File: config.mk
export PLATFORM = sky130hd
export DESIGN_NAME = dsp_signed_div
export DESIGN_NICKNAME = d
export VERILOG_FILES = /design/src/rtl/dsp_signed_div.sv
export SDC_FILE = /design/constraint.sdc
export NUM_CORES = 1
export LEC_CHECK = 0
export BUFFER_PORTS_ARGS = -buffer_cell sky130_fd_sc_hd__buf_2
export CORE_ASPECT_RATIO = 1.25
export CORE_MARGIN = 1
export CORE_UTILIZATION = 55
export CTS_BUF_LIST = sky130_fd_sc_hd__clkbuf_8
export DETAILED_ROUTE_END_ITERATION = 12
export GPL_TIMING_DRIVEN = 0
export PLACE_DENSITY = 0.79
export SLEW_MARGIN = 30
export SYNTH_ARGS = -nofsm -noshare
export SYNTH_HDL_FRONTEND = slang
export SYNTH_SLANG_ARGS = --single-unit
File: constraint.sdc
create_clock -name clk -period 5.25 [get_ports clk]
set_input_delay 0.2625 -clock clk [delete_from_list [all_inputs] [get_ports clk]]
set_output_delay 0.2625 -clock clk [all_outputs]
set_load 0.02 [all_outputs]
File: src/rtl/dsp_signed_div.sv
// Iterative radix-2 restoring signed divider: one quotient bit per clock, fixed latency,
// valid/ready input handshake, quotient/remainder/error flags with a one-cycle valid strobe.
module dsp_signed_div #(
  parameter int DIN1_WIDTH = 32,
  parameter int DIN2_WIDTH = 16
) (
  input  logic                  clk,
  input  logic                  rst,
  input  logic [DIN1_WIDTH-1:0] din1,
  input  logic [DIN2_WIDTH-1:0] din2,
  input  logic                  din_valid,
  output logic                  din_ready,
  output logic [DIN1_WIDTH-1:0] dout,
  output logic [DIN2_WIDTH-1:0] rem,
  output logic                  dout_valid,
  output logic                  div_by_zero,
  output logic                  overflow
);

  localparam int CW = (DIN1_WIDTH > 1) ? $clog2(DIN1_WIDTH) : 1;
  localparam logic [CW-1:0]         LAST  = CW'(DIN1_WIDTH - 1);
  localparam logic [DIN1_WIDTH-1:0] Q_MAX = {1'b0, {(DIN1_WIDTH-1){1'b1}}};
  localparam logic [DIN1_WIDTH-1:0] Q_MIN = {1'b1, {(DIN1_WIDTH-1){1'b0}}};

  typedef enum logic [1:0] {IDLE, CALC, DONE} state_t;

  state_t                  state, state_next;
  logic                    accept;
  logic                    quo_neg, rem_neg, zero_div, ovf;
  logic [DIN1_WIDTH-1:0]   dvd;       // dividend magnitude, quotient bits shift in at the LSB
  logic [DIN2_WIDTH-1:0]   dvs;
  logic [DIN2_WIDTH-1:0]   prem;
  logic [CW-1:0]           cnt;
  logic [DIN2_WIDTH:0]     shifted, diff;
  logic [DIN1_WIDTH-1:0]   mag1, q_signed;
  logic [DIN2_WIDTH-1:0]   mag2, r_signed;

  // NOTE: state registers use non-blocking assignments so every flop samples pre-edge values.
  always_ff @(posedge clk) begin
    if (rst) state <= IDLE;
    else     state <= state_next;
  end

  // NOTE: defaults are assigned first so no path through the case leaves a latch behind.
  always_comb begin
    state_next = state;
    din_ready  = 1'b0;
    case (state)
      IDLE: begin
        // The strobe cycle still counts as busy, so ready returns the cycle after it.
        din_ready = !dout_valid;
        if (din_valid && !dout_valid) state_next = CALC;
      end
      CALC:    if (cnt == LAST) state_next = DONE;
      DONE:    state_next = IDLE;
      default: state_next = IDLE;
    endcase
  end

  assign accept = din_valid && din_ready;

  // Magnitudes as unsigned values: the most negative operand maps to 2^(N-1) without overflow.
  assign mag1 = din1[DIN1_WIDTH-1] ? (~din1 + 1'b1) : din1;
  assign mag2 = din2[DIN2_WIDTH-1] ? (~din2 + 1'b1) : din2;

  // prem < |divisor| <= 2^(DIN2_WIDTH-1), so the shifted trial value always fits DIN2_WIDTH+1 bits.
  assign shifted = {prem, dvd[DIN1_WIDTH-1]};
  assign diff    = shifted - {1'b0, dvs};

  assign q_signed = quo_neg ? (~dvd + 1'b1) : dvd;
  assign r_signed = rem_neg ? (~prem + 1'b1) : prem;

  always_ff @(posedge clk) begin
    if (rst) begin
      quo_neg     <= 1'b0;
      rem_neg     <= 1'b0;
      zero_div    <= 1'b0;
      ovf         <= 1'b0;
      dvd         <= '0;
      dvs         <= '0;
      prem        <= '0;
      cnt         <= '0;
      dout        <= '0;
      rem         <= '0;
      dout_valid  <= 1'b0;
      div_by_zero <= 1'b0;
      overflow    <= 1'b0;
    end else begin
      dout_valid <= 1'b0;
      case (state)
        IDLE: begin
          if (accept) begin
            quo_neg  <= din1[DIN1_WIDTH-1] ^ din2[DIN2_WIDTH-1];
            rem_neg  <= din1[DIN1_WIDTH-1];
            zero_div <= (din2 == '0);
            ovf      <= (din1 == Q_MIN) && (din2 == '1);
            dvd      <= mag1;
            dvs      <= mag2;
            prem     <= '0;
            cnt      <= '0;
          end
        end
        CALC: begin
          cnt <= cnt + 1'b1;
          if (!diff[DIN2_WIDTH]) begin
            prem <= diff[DIN2_WIDTH-1:0];
            dvd  <= {dvd[DIN1_WIDTH-2:0], 1'b1};
          end else begin
            prem <= shifted[DIN2_WIDTH-1:0];
            dvd  <= {dvd[DIN1_WIDTH-2:0], 1'b0};
          end
        end
        DONE: begin
          dout_valid  <= 1'b1;
          div_by_zero <= zero_div;
          overflow    <= ovf;
          if (zero_div) begin
            dout <= rem_neg ? Q_MIN : Q_MAX;
            rem  <= '0;
          end else if (ovf) begin
            dout <= Q_MAX;
            rem  <= '0;
          end else begin
            dout <= q_signed;
            rem  <= r_signed;
          end
        end
        default: ;
      endcase
    end
  end

endmodule

==> results of run 1 <==
-- cell usage after synthesis (6+ instances only) --
master and instances:
dfxtp_1 126, nand2_1 105, nor2_1 93, o21ai_0 68, xnor2_1 61, clkbuf_1 51
a21oi_1 42, xor2_1 34, inv_1 33, o31ai_1 27, a22oi_1 25, ha_1 23
a222oi_1 19, a211oi_1 17, nand3_1 17, nor2b_1 17, nor3_1 16, nand2b_1 11
nand4_1 11, mux2i_1 10, o21ai_1 10, a22o_1 6, nor4_1 6, o41ai_2 6
or4_1 6
-- state kept, by name (all words and copies together), names as in the netlist --
register and flops:
ovf 1, cnt 5, div_by_zero 1, dvd 32, zero_div 1, rem 16
dout_valid 1, dout 32, prem 16, overflow 1, quo_neg 1, rem_neg 1
dvs 16, state 2
-- worst min-delay path by stage --
stage | to | slack, ns | cells past startpoint | from
final | dvs[2] | 0.15 | 3 | din2[2]
after global routing | dvs[0] | 0.18 | 3 | din2[0]
after CTS | dvs[2] | 0.15 | 3 | din2[2]
after detailed placement | dout[24] | 0.43 | 2 | dout[24]
after global placement | dout[14] | 0.42 | 2 | dout[14]
after floorplan | dvs[0] | 0.40 | 2 | din2[0]
-- critical path, cell delays in order (launching register included) --
cell	delay, ns
dfxtp_1	0.42
inv_1	0.11
ha_1	0.24
fa_1	0.41
nor2b_1	0.17
o31a_1	0.29
o211ai_1	0.18
a31oi_1	0.31
xnor2_1	0.24
buf_4	0.28
mux2_1	0.35
o21ai_1	0.11
-- power by group through the flow --
stage | sequential, mW | combinational (mW) | clock [mW]
after floorplan | 1.05 | 0.442 | 0
after global placement | 1.07 | 0.581 | 0
after detailed placement | 1.07 | 0.588 | 0
after CTS | 1.05 | 0.594 | 1.08
after global routing | 1.05 | 0.658 | 1.12
final | 1.05 | 0.600 | 1.08
-- cell usage in the layout, fill, tap and decap left out, types with 19 or more instances in the layout --
cell	instances
dfxtp_1	126
nand2_1	105
buf_2	104
nor2_1	93
o21ai_0	68
xnor2_1	61
clkbuf_1	51
a21oi_1	42
inv_1	34
xor2_1	34
o31ai_1	27
a22oi_1	25
ha_1	23
a222oi_1	19
-- final cells by class --
cell class                      instances  area, sq um
Tap cell                              171          214
Buffer                                 57          221
Multi-Input combinational cell        719         4700
Inverter                               33          124
Clock inverter                         15          267
Timing Repair Buffer                  101          505
Sequential cell                       126         2520
Fill cell                            1162         4560
Clock buffer                           17          234
-- per-layer routing --
layer,part of all wire (%),vias to the layer above
li1,-,3614
met5,0,-
met1,38,3533
met4,5.7,0
met2,52,279
met3,4.6,90
-- kinds of logic after synthesis --
logic type | synth area share (%)
DFF | 33.3
adders and majority gates | 4.07
xor gates and xnor gates | 11.0
muxes | 1.62
buffers and inverters | 4.56
AOI/OAI and AO/OA | 24.8
and+or+nand+nor | 20.6
==> results.cfg, run 1 <==
[run_status]
status = complete, no violations

[power_and_ir_drop]
powerDensity_nw_per_um2 = 311
p_int_mw = 1.90
ir_worst_vdd_mv = 0.171
combPwrFrac_pct = 22.0
p_total_mw = 2.73
seq_power_share_pct = 38.4
clkPwrFrac_pct = 39.6
p_leak_nw = 3.63
switchingPower_mw = 0.832
swShare_pct = 30.5

[logic_synthesis]
synth_cell_types = 68
synthCells = 935
async_reset_ff_share_pct = 0
synth_top_area_share_pct = 33.3
syn-cell-area_sq_um = 7570
synth_area_leaders = dfxtp_1 33%, xnor2_1 7.1%, nand2_1 5.2%
synth_ff_type = dfxtp_1
synth_edf_count = 0
synth_area_leader_cell = dfxtp_1
synth_seq_cells = 126
yosys_warnings = 0
avgSynthCellArea_sq_um = 8.10
yosysSeqAreaShare_pct = 33.3
synthesis.nets = 1010

[critical_path]
path_class = reg2reg
r2r_start = dvd[31]
cp_max_fo = 10
end_kind = register
crit_path_start = dvd[31]
arrival_ns = 3.56
setup.worst_path.end = prem[0]
r2r-end = prem[0]
regToRegSetupSlack_ns = 2.08
crit_required_ns = 5.64
reg2reg_depth = 11
cp-start-kind = register

[drt]
ant_nets = 0
drt_wl_total_um = 21900
vias_per_cell = 6.07
drc = 0
wl_per_cell_um = 17.7
dr.pass1.iters = 6
drtIter0Drc = 563
vias = 7516

[timing]
skew_ns = 0.0121
hold_viol = 0
fmaxAchievable_mhz = 315
final_max_slew_viol_count = 0
rsz0062_at_grt = false
post-route-min-period_ns = 3.17
setup_viol = 0
setup_ws_ns = 2.08
relSlewSlack_pct = 37.5
setup_tns_ns = 0
worst_pin_slew_ns = 0.935
fin_crit_sh_pct = 60.5
fin_hold_ws_ns = 0.149

[min_path]
hold_class = in2reg

[clock_tree]
cts-htree-levels = 4
cts_hold_buf = 0
cts_resized = 0
cts_buffer_depth = 2
cts_buffers = 17
clk_latency_ns = 0.46
clk_pin_slew_ns = 0.08
cts_tree = done
post_cts_buffers = 0
cts_root_buf = clkbuf_8
cts.sink_count = 126

[grt]
overflow = 0
grt_pass1_vias = 7176
grtUsageMet1_pct = 32.7
use_met3_pct = 6.12
grt_max_degree = 17
top_usage_layer = met2
grt_use_met2_pct = 55.6
antenna_found_initial = 0
grt_use_total_pct = 31.1
grt_pass1_wl_um = 34600

[die]
die_x_um = 107
start_util_pct = 56.7
io_pins = 103
die_h_um = 133
rows = 47
core_area_sq_um = 13300
die_area_sq_um = 14200

[placement]
dp_hpwl_um = 16700
dpl_cell_area_sq_um = 8290
dp_slack_ns = 2.15
port_buffers = 101
dp.cells = 1207
gp_congestion = 0.911

[run]
maxCapViolations = 0

[layout]
design_area_sq_um = 8790
instances_no_fill = 1239
syn2layout_area_growth_pct = 16.1
antennaDiodeCount = 0
nets = 1130
drive_gt1_share_pct = 15.2
utilization_pct = 65.9
No activity file was read; power rests on OpenSTA's default activity.
==> run 2: changes to the inputs <==
--- a/config.mk
+++ b/config.mk
@@ -8,11 +8,11 @@
 export BUFFER_PORTS_ARGS = -buffer_cell sky130_fd_sc_hd__buf_2
 export CORE_ASPECT_RATIO = 1.25
 export CORE_MARGIN = 1
-export CORE_UTILIZATION = 55
+export CORE_UTILIZATION = 54
 export CTS_BUF_LIST = sky130_fd_sc_hd__clkbuf_8
 export DETAILED_ROUTE_END_ITERATION = 12
 export GPL_TIMING_DRIVEN = 0
-export PLACE_DENSITY = 0.79
+export PLACE_DENSITY = 0.81
 export SLEW_MARGIN = 30
 export SYNTH_ARGS = -nofsm -noshare
 export SYNTH_HDL_FRONTEND = slang
==> constraint.sdc (replaced) <==
create_clock -name clk -period 2.8 [get_ports clk]
set_input_delay 0.14 -clock clk [delete_from_list [all_inputs] [get_ports clk]]
set_output_delay 0.14 -clock clk [all_outputs]
set_load 0.02 [all_outputs]
==> results.cfg, run 2 (same netlist as run 1, synthesis figures left out) <==
[timing]
fin_crit_sh_pct = 96.2
post-route-min-period_ns = 2.69
fmaxAchievable_mhz = 371
fin_hold_ws_ns = 0.0209
skew_ns = 0.0131
final_max_slew_viol_count = 0
setup_viol = 0
hold_viol = 0
relSlewSlack_pct = 38.3
worst_pin_slew_ns = 0.923
rsz0062_at_grt = false

[layout]
syn2layout_area_growth_pct = 17.2
drive_gt1_share_pct = 16.9
nets = 1136
top_regs = dout: 32 flops, dvd: 32 flops
final_common_cell = dfxtp_1
antennaDiodeCount = 0
instances_no_fill = 1249
final_cell_mix = 123 x dfxtp_1, 105 x nand2_1, 103 x buf_2
utilization_pct = 64.5

[die]
start_util_pct = 55.0
core_area_sq_um = 13800
io_pins = 103
die_area_sq_um = 14500
die_h_um = 134
die_x_um = 108
rows = 48

[placement]
gp_congestion = 0.947
dp.cells = 1211
dp_hpwl_um = 16600
port_buffers = 101

[drt]
ant_nets = 0
drt-met1-wl_um = 8410
drt_wl_total_um = 22100
wl_met3_um = 1350
drtIter0Drc = 628
wl_per_cell_um = 17.7
top_layer_used = met4
vias = 7582
vias_per_cell = 6.07
drc = 0
dr_wl_met2_um = 11200
dr.pass1.iters = 6

[grt]
grt_use_total_pct = 30.9
grt_pass1_vias = 7102
grt_pass1_wl_um = 34800
overflow = 0
antenna_found_initial = 0
grt_max_degree = 17

[critical_path]
reg2reg_depth = 12
arrival_ns = 3.06
cpPeakStageDelay_ns = 0.37
cp_max_fo = 5
r2r-end = prem[15]
r2r_start = dvd[31]
cp-start-kind = register
end_kind = register
regToRegSetupSlack_ns = 0.11
crit_required_ns = 3.17
critPathTopFamily = compound AO/OA/AOI/OAI gates
crit_buf_inv = 3
slowest_stage = dfxtp_4
path_class = reg2reg
path_cells = inv_2, ha_4, fa_2, nor2b_2, o31a_1, o211ai_1, a31oi_2, xnor2_2, buf_6, buf_4, a32o_1, a21o_1

[clock_tree]
cts.sink_count = 126
cts_hold_buf = 0
cts_tree = done
cts-htree-levels = 4
cts_buffers = 17
clk_latency_ns = 0.47
cts_buffer_depth = 2
cts_root_buf = clkbuf_8
clk_pin_slew_ns = 0.08

[min_path]
hold_depth = 3
holdPathEnd = dvs[5]
hold_class = in2reg
worstHoldStart = din2[5]

[run_status]
status = complete, no violations

[power_and_ir_drop]
ir_worst_vdd_mv = 0.379
p_leak_nw = 3.65
powerDensity_nw_per_um2 = 563

[run]
maxCapViolations = 0
-- run 2: cell count changes in the layout (fill, tap and decap cells not counted), sizes merged --
cell	before	now
buf	107	113
bufinv	7	4
clkbuf	68	71
clkinv	5	4
clkinvlp	1	2
-- run 2: how the worst max path moves through the flow --
| stage | from | endpoint | depth (start not counted) |
|---|---|---|---|
| final | dvd[31] | prem[15] | 12 |
| after global routing | dvs[5] | prem[1] | 11 |
| after CTS | prem[4] | prem[0] | 10 |
| after detailed placement | dvd[31] | prem[0] | 11 |
| after global placement | dvd[31] | prem[0] | 11 |
| after floorplan | dvd[31] | prem[0] | 11 |
-- run 2: layer usage --
| metal | global-route usage (%) | vias to the layer above |
|---|---|---|
| li1 | - | 3626 |
| met2 | 54.7 | 314 |
| met3 | 6.61 | 87 |
| met5 | 0 | - |
| met4 | 17.2 | 0 |
| met1 | 34.0 | 3555 |
-- run 2: area by class of cell --
| cell class | instances | area, sq um |
|---|---|---|
| multi-input cells | 719 | 4760 |
| well taps | 175 | 219 |
| clock buffers | 20 | 275 |
| repair buffers | 107 | 563 |
| flip-flops and latches | 126 | 2530 |
| inverters | 33 | 124 |
| plain buffers | 57 | 228 |
| clock inverters | 12 | 180 |
| fillers | 1218 | 4880 |
-- run 2: worst register-to-register path, stage by stage (launching register included) --
cell,delay (ns)
dfxtp_4,0.37
inv_2,0.09
ha_4,0.14
fa_2,0.23
nor2b_2,0.06
o31a_1,0.33
o211ai_1,0.31
a31oi_2,0.19
xnor2_2,0.20
buf_6,0.16
buf_4,0.13
a32o_1,0.25
a21o_1,0.15
-- run 2: through the flow --
stage	power [mW]	setup WS, ns	TNS (ns)	area [sq um]
after global routing	5.19	0.00701	0	8870
final	4.99	0.106	0	8870
after floorplan	2.79	0.272	0	7570
after CTS	4.94	0.00477	0	8810
after detailed placement	3.10	-0.341	-3.32	8300
after global placement	3.08	-0.294	-2.32	8300
-- run 2: repair_timing --
action,4_1_cts,5_1_grt
gates resized for setup,4,15
setup buffers,5,1
endpoints found under the setup margin,16,16
pin swaps,4,4
-- run 2: report_power, final --
| group | switching, mW | internal [mW] |
|---|---|---|
| Combinational | 0.683 | 0.511 |
| Clock | 0.784 | 1.05 |
| Sequential | 0.111 | 1.86 |
==> run 3: changes to the inputs <==
--- a/config.mk
+++ b/config.mk
@@ -5,10 +5,11 @@
 export SDC_FILE = /design/constraint.sdc
 export NUM_CORES = 1
 export LEC_CHECK = 0
+export ABC_AREA = 1
 export BUFFER_PORTS_ARGS = -buffer_cell sky130_fd_sc_hd__buf_2
 export CORE_ASPECT_RATIO = 1.25
 export CORE_MARGIN = 1
-export CORE_UTILIZATION = 54
+export CORE_UTILIZATION = 55
 export CTS_BUF_LIST = sky130_fd_sc_hd__clkbuf_8
 export DETAILED_ROUTE_END_ITERATION = 12
 export GPL_TIMING_DRIVEN = 0
==> results.cfg, run 3 <==
[clock_tree]
cts_resized = 0
cts-htree-levels = 4
clk_pin_slew_ns = 0.07
cts_buffer_depth = 2
cts_root_buf = clkbuf_8
cts_tree = done
cts_buffers = 17
post_cts_buffers = 0
cts.sink_count = 126
clk_latency_ns = 0.46
cts_hold_buf = 1

[grt]
grt_max_degree = 17
grt_pass1_wl_um = 45300
grt_use_total_pct = 35.6
antenna_found_initial = 0
grt_pass1_vias = 9470
overflow = 0

[drt]
vias = 10079
drt_wl_total_um = 28400
dr_wl_met2_um = 14300
ant_nets = 0
wl_met3_um = 1570
drt-met1-wl_um = 10300
wl_per_cell_um = 15.9
top_layer_used = met4
drtIter0Drc = 655
drc = 0
vias_per_cell = 5.64
dr.pass1.iters = 7

[die]
die_area_sq_um = 16700
die_x_um = 116
io_pins = 103
die_h_um = 144
rows = 51
core_area_sq_um = 15700
start_util_pct = 56.9

[timing]
fmaxAchievable_mhz = 406
relSlewSlack_pct = 48.4
hold_viol = 0
fin_crit_sh_pct = 87.9
worst_pin_slew_ns = 0.766
skew_ns = 0.0100
post-route-min-period_ns = 2.46
final_max_slew_viol_count = 0
rsz0062_at_grt = false
setup_viol = 0
setup_tns_ns = 0

[critical_path]
crit_path_start = dvd[31]
crit_required_ns = 3.12
critPathTopFamily = simple AND/OR/NAND/NOR gates
slowest_stage = fa_1
end_kind = register
arrival_ns = 2.79
r2r_start = dvd[31]
cp-start-kind = register
path_cells = inv_1, ha_1, fa_1, inv_1, nand3_1, nand2_2, nand2_1, nand2_4, nand2_4, nand2_4, nand2_1, nand3_1, nand2_1, nand2_1, a21oi_1
crit_buf_inv = 2
cpPeakStageDelay_ns = 0.40
cp_max_fo = 5
path_class = reg2reg
cp_common_cell = nand2_1

[run]
maxCapViolations = 0

[min_path]
worstHoldStart = rst
hold_class = in2reg

[power_and_ir_drop]
swShare_pct = 42.5
ir_worst_vdd_mv = 0.528
p_total_mw = 6.83
clkPwrFrac_pct = 23.9
p_leak_nw = 4.79
p_int_mw = 3.92
combPwrFrac_pct = 45.5
seq_power_share_pct = 30.6
switchingPower_mw = 2.90
powerDensity_nw_per_um2 = 675

[layout]
final_cell_mix = 390 x nand2_1, 191 x inv_1, 159 x nand3_1
drive_gt1_share_pct = 14.3
nets = 1639
top_regs = dout: 32 flops, dvd: 32 flops
antennaDiodeCount = 0
fillCellCount = 1571
final_common_cell = nand2_1
syn2layout_area_growth_pct = 13.2

[logic_synthesis]
synthesis.nets = 1518
synth_seq_cells = 126
syn-cell-area_sq_um = 8920
avgSynthCellArea_sq_um = 6.18
synth_area_leader_cell = dfxtp_1
synth_area_leaders = dfxtp_1 28%, nand2_1 16%, nand3_1 8.9%
synth_top_area_share_pct = 28.3
synth_most_common_cell = nand2_1
synth_cell_types = 50
yosysSeqAreaShare_pct = 28.3
synth_ff_type = dfxtp_1
synthCells = 1443
async_reset_ff_share_pct = 0
ys_top_cells_by_count = 390 x nand2_1, 187 x inv_1, 159 x nand3_1
synth_edf_count = 0
yosys_warnings = 0

[placement]
port_buffers = 101
gp_congestion = 0.964
dp_hpwl_um = 22700

[run_status]
status = complete, no violations
==> run 3: worst paths after layout <==
check                                 to  slack (ns)  cells after the start
worst max-delay path            prem[15]        0.34                     15
worst min-delay path             quo_neg        0.03                      4
worst max register to register  prem[15]        0.34                     15
worst min register to register   dout[4]        0.46                      2
==> run 3: layer usage <==
metal	vias up	global-route usage, %
met4	0	26.1
met3	151	6.54
li1	4947	-
met2	401	63.9
met1	4580	36.6
met5	-	0
==> run 3: final cells by class <==
class / instances / area (sq um) / area share (%)
clock buffers: 20 / 275 / 2.72
flip-flops and latches: 126 / 2520 / 25.0
well taps: 212 / 265 / 2.62
multi-input cells: 1066 / 5370 / 53.1
inverters: 193 / 724 / 7.17
repair buffers: 102 / 515 / 5.10
plain buffers: 58 / 308 / 3.05
clock inverters: 11 / 125 / 1.24
==> run 3: power by group through the flow <==
stage                     combinational (mW)  clock [mW]  sequential [mW]
after floorplan                         2.43           0             2.04
after global placement                  3.00           0             2.12
after detailed placement                3.06           0             2.12
after CTS                               3.08        1.64             2.08
after global routing                    3.48        1.72             2.09
final                                   3.11        1.63             2.09
==> run 3: through the flow <==
stage / hold slack (ns) / util, % / setup slack, ns / area (sq um) / cells
floorplan: 0.294 / - / 0.714 / 8920 / 1443
detailed placement: 0.452 / 61.8 / 0.356 / 9700 / 1756
CTS: 0.0115 / 64.4 / 0.351 / 10100 / 1788
finish: 0.0291 / 64.4 / 0.339 / 10100 / 1788
global placement: 0.449 / 61.8 / 0.417 / 9700 / 1756
global route: 0.0236 / 64.4 / 0.188 / 10100 / 1788
==> run 3: logic make-up after synthesis <==
logic type / after synthesis / synth area share (%)
simple gates: 769 / 38.6
buf+inv: 251 / 11.6
compound gates: 250 / 15.9
flops: 126 / 28.3
fa+ha+maj: 24 / 3.45
xor+xnor: 23 / 2.26
==> run 3: worst register-to-register path, delay by kind of cell (launching register included) <==
family	cells	cell delay, ns
AND/OR/NAND/NOR	10	1.02
AO/OA/AOI/OAI	1	0.06
buffers and inverters	2	0.24
adder cells (fa/ha/maj)	2	0.65
flip-flops	1	0.37
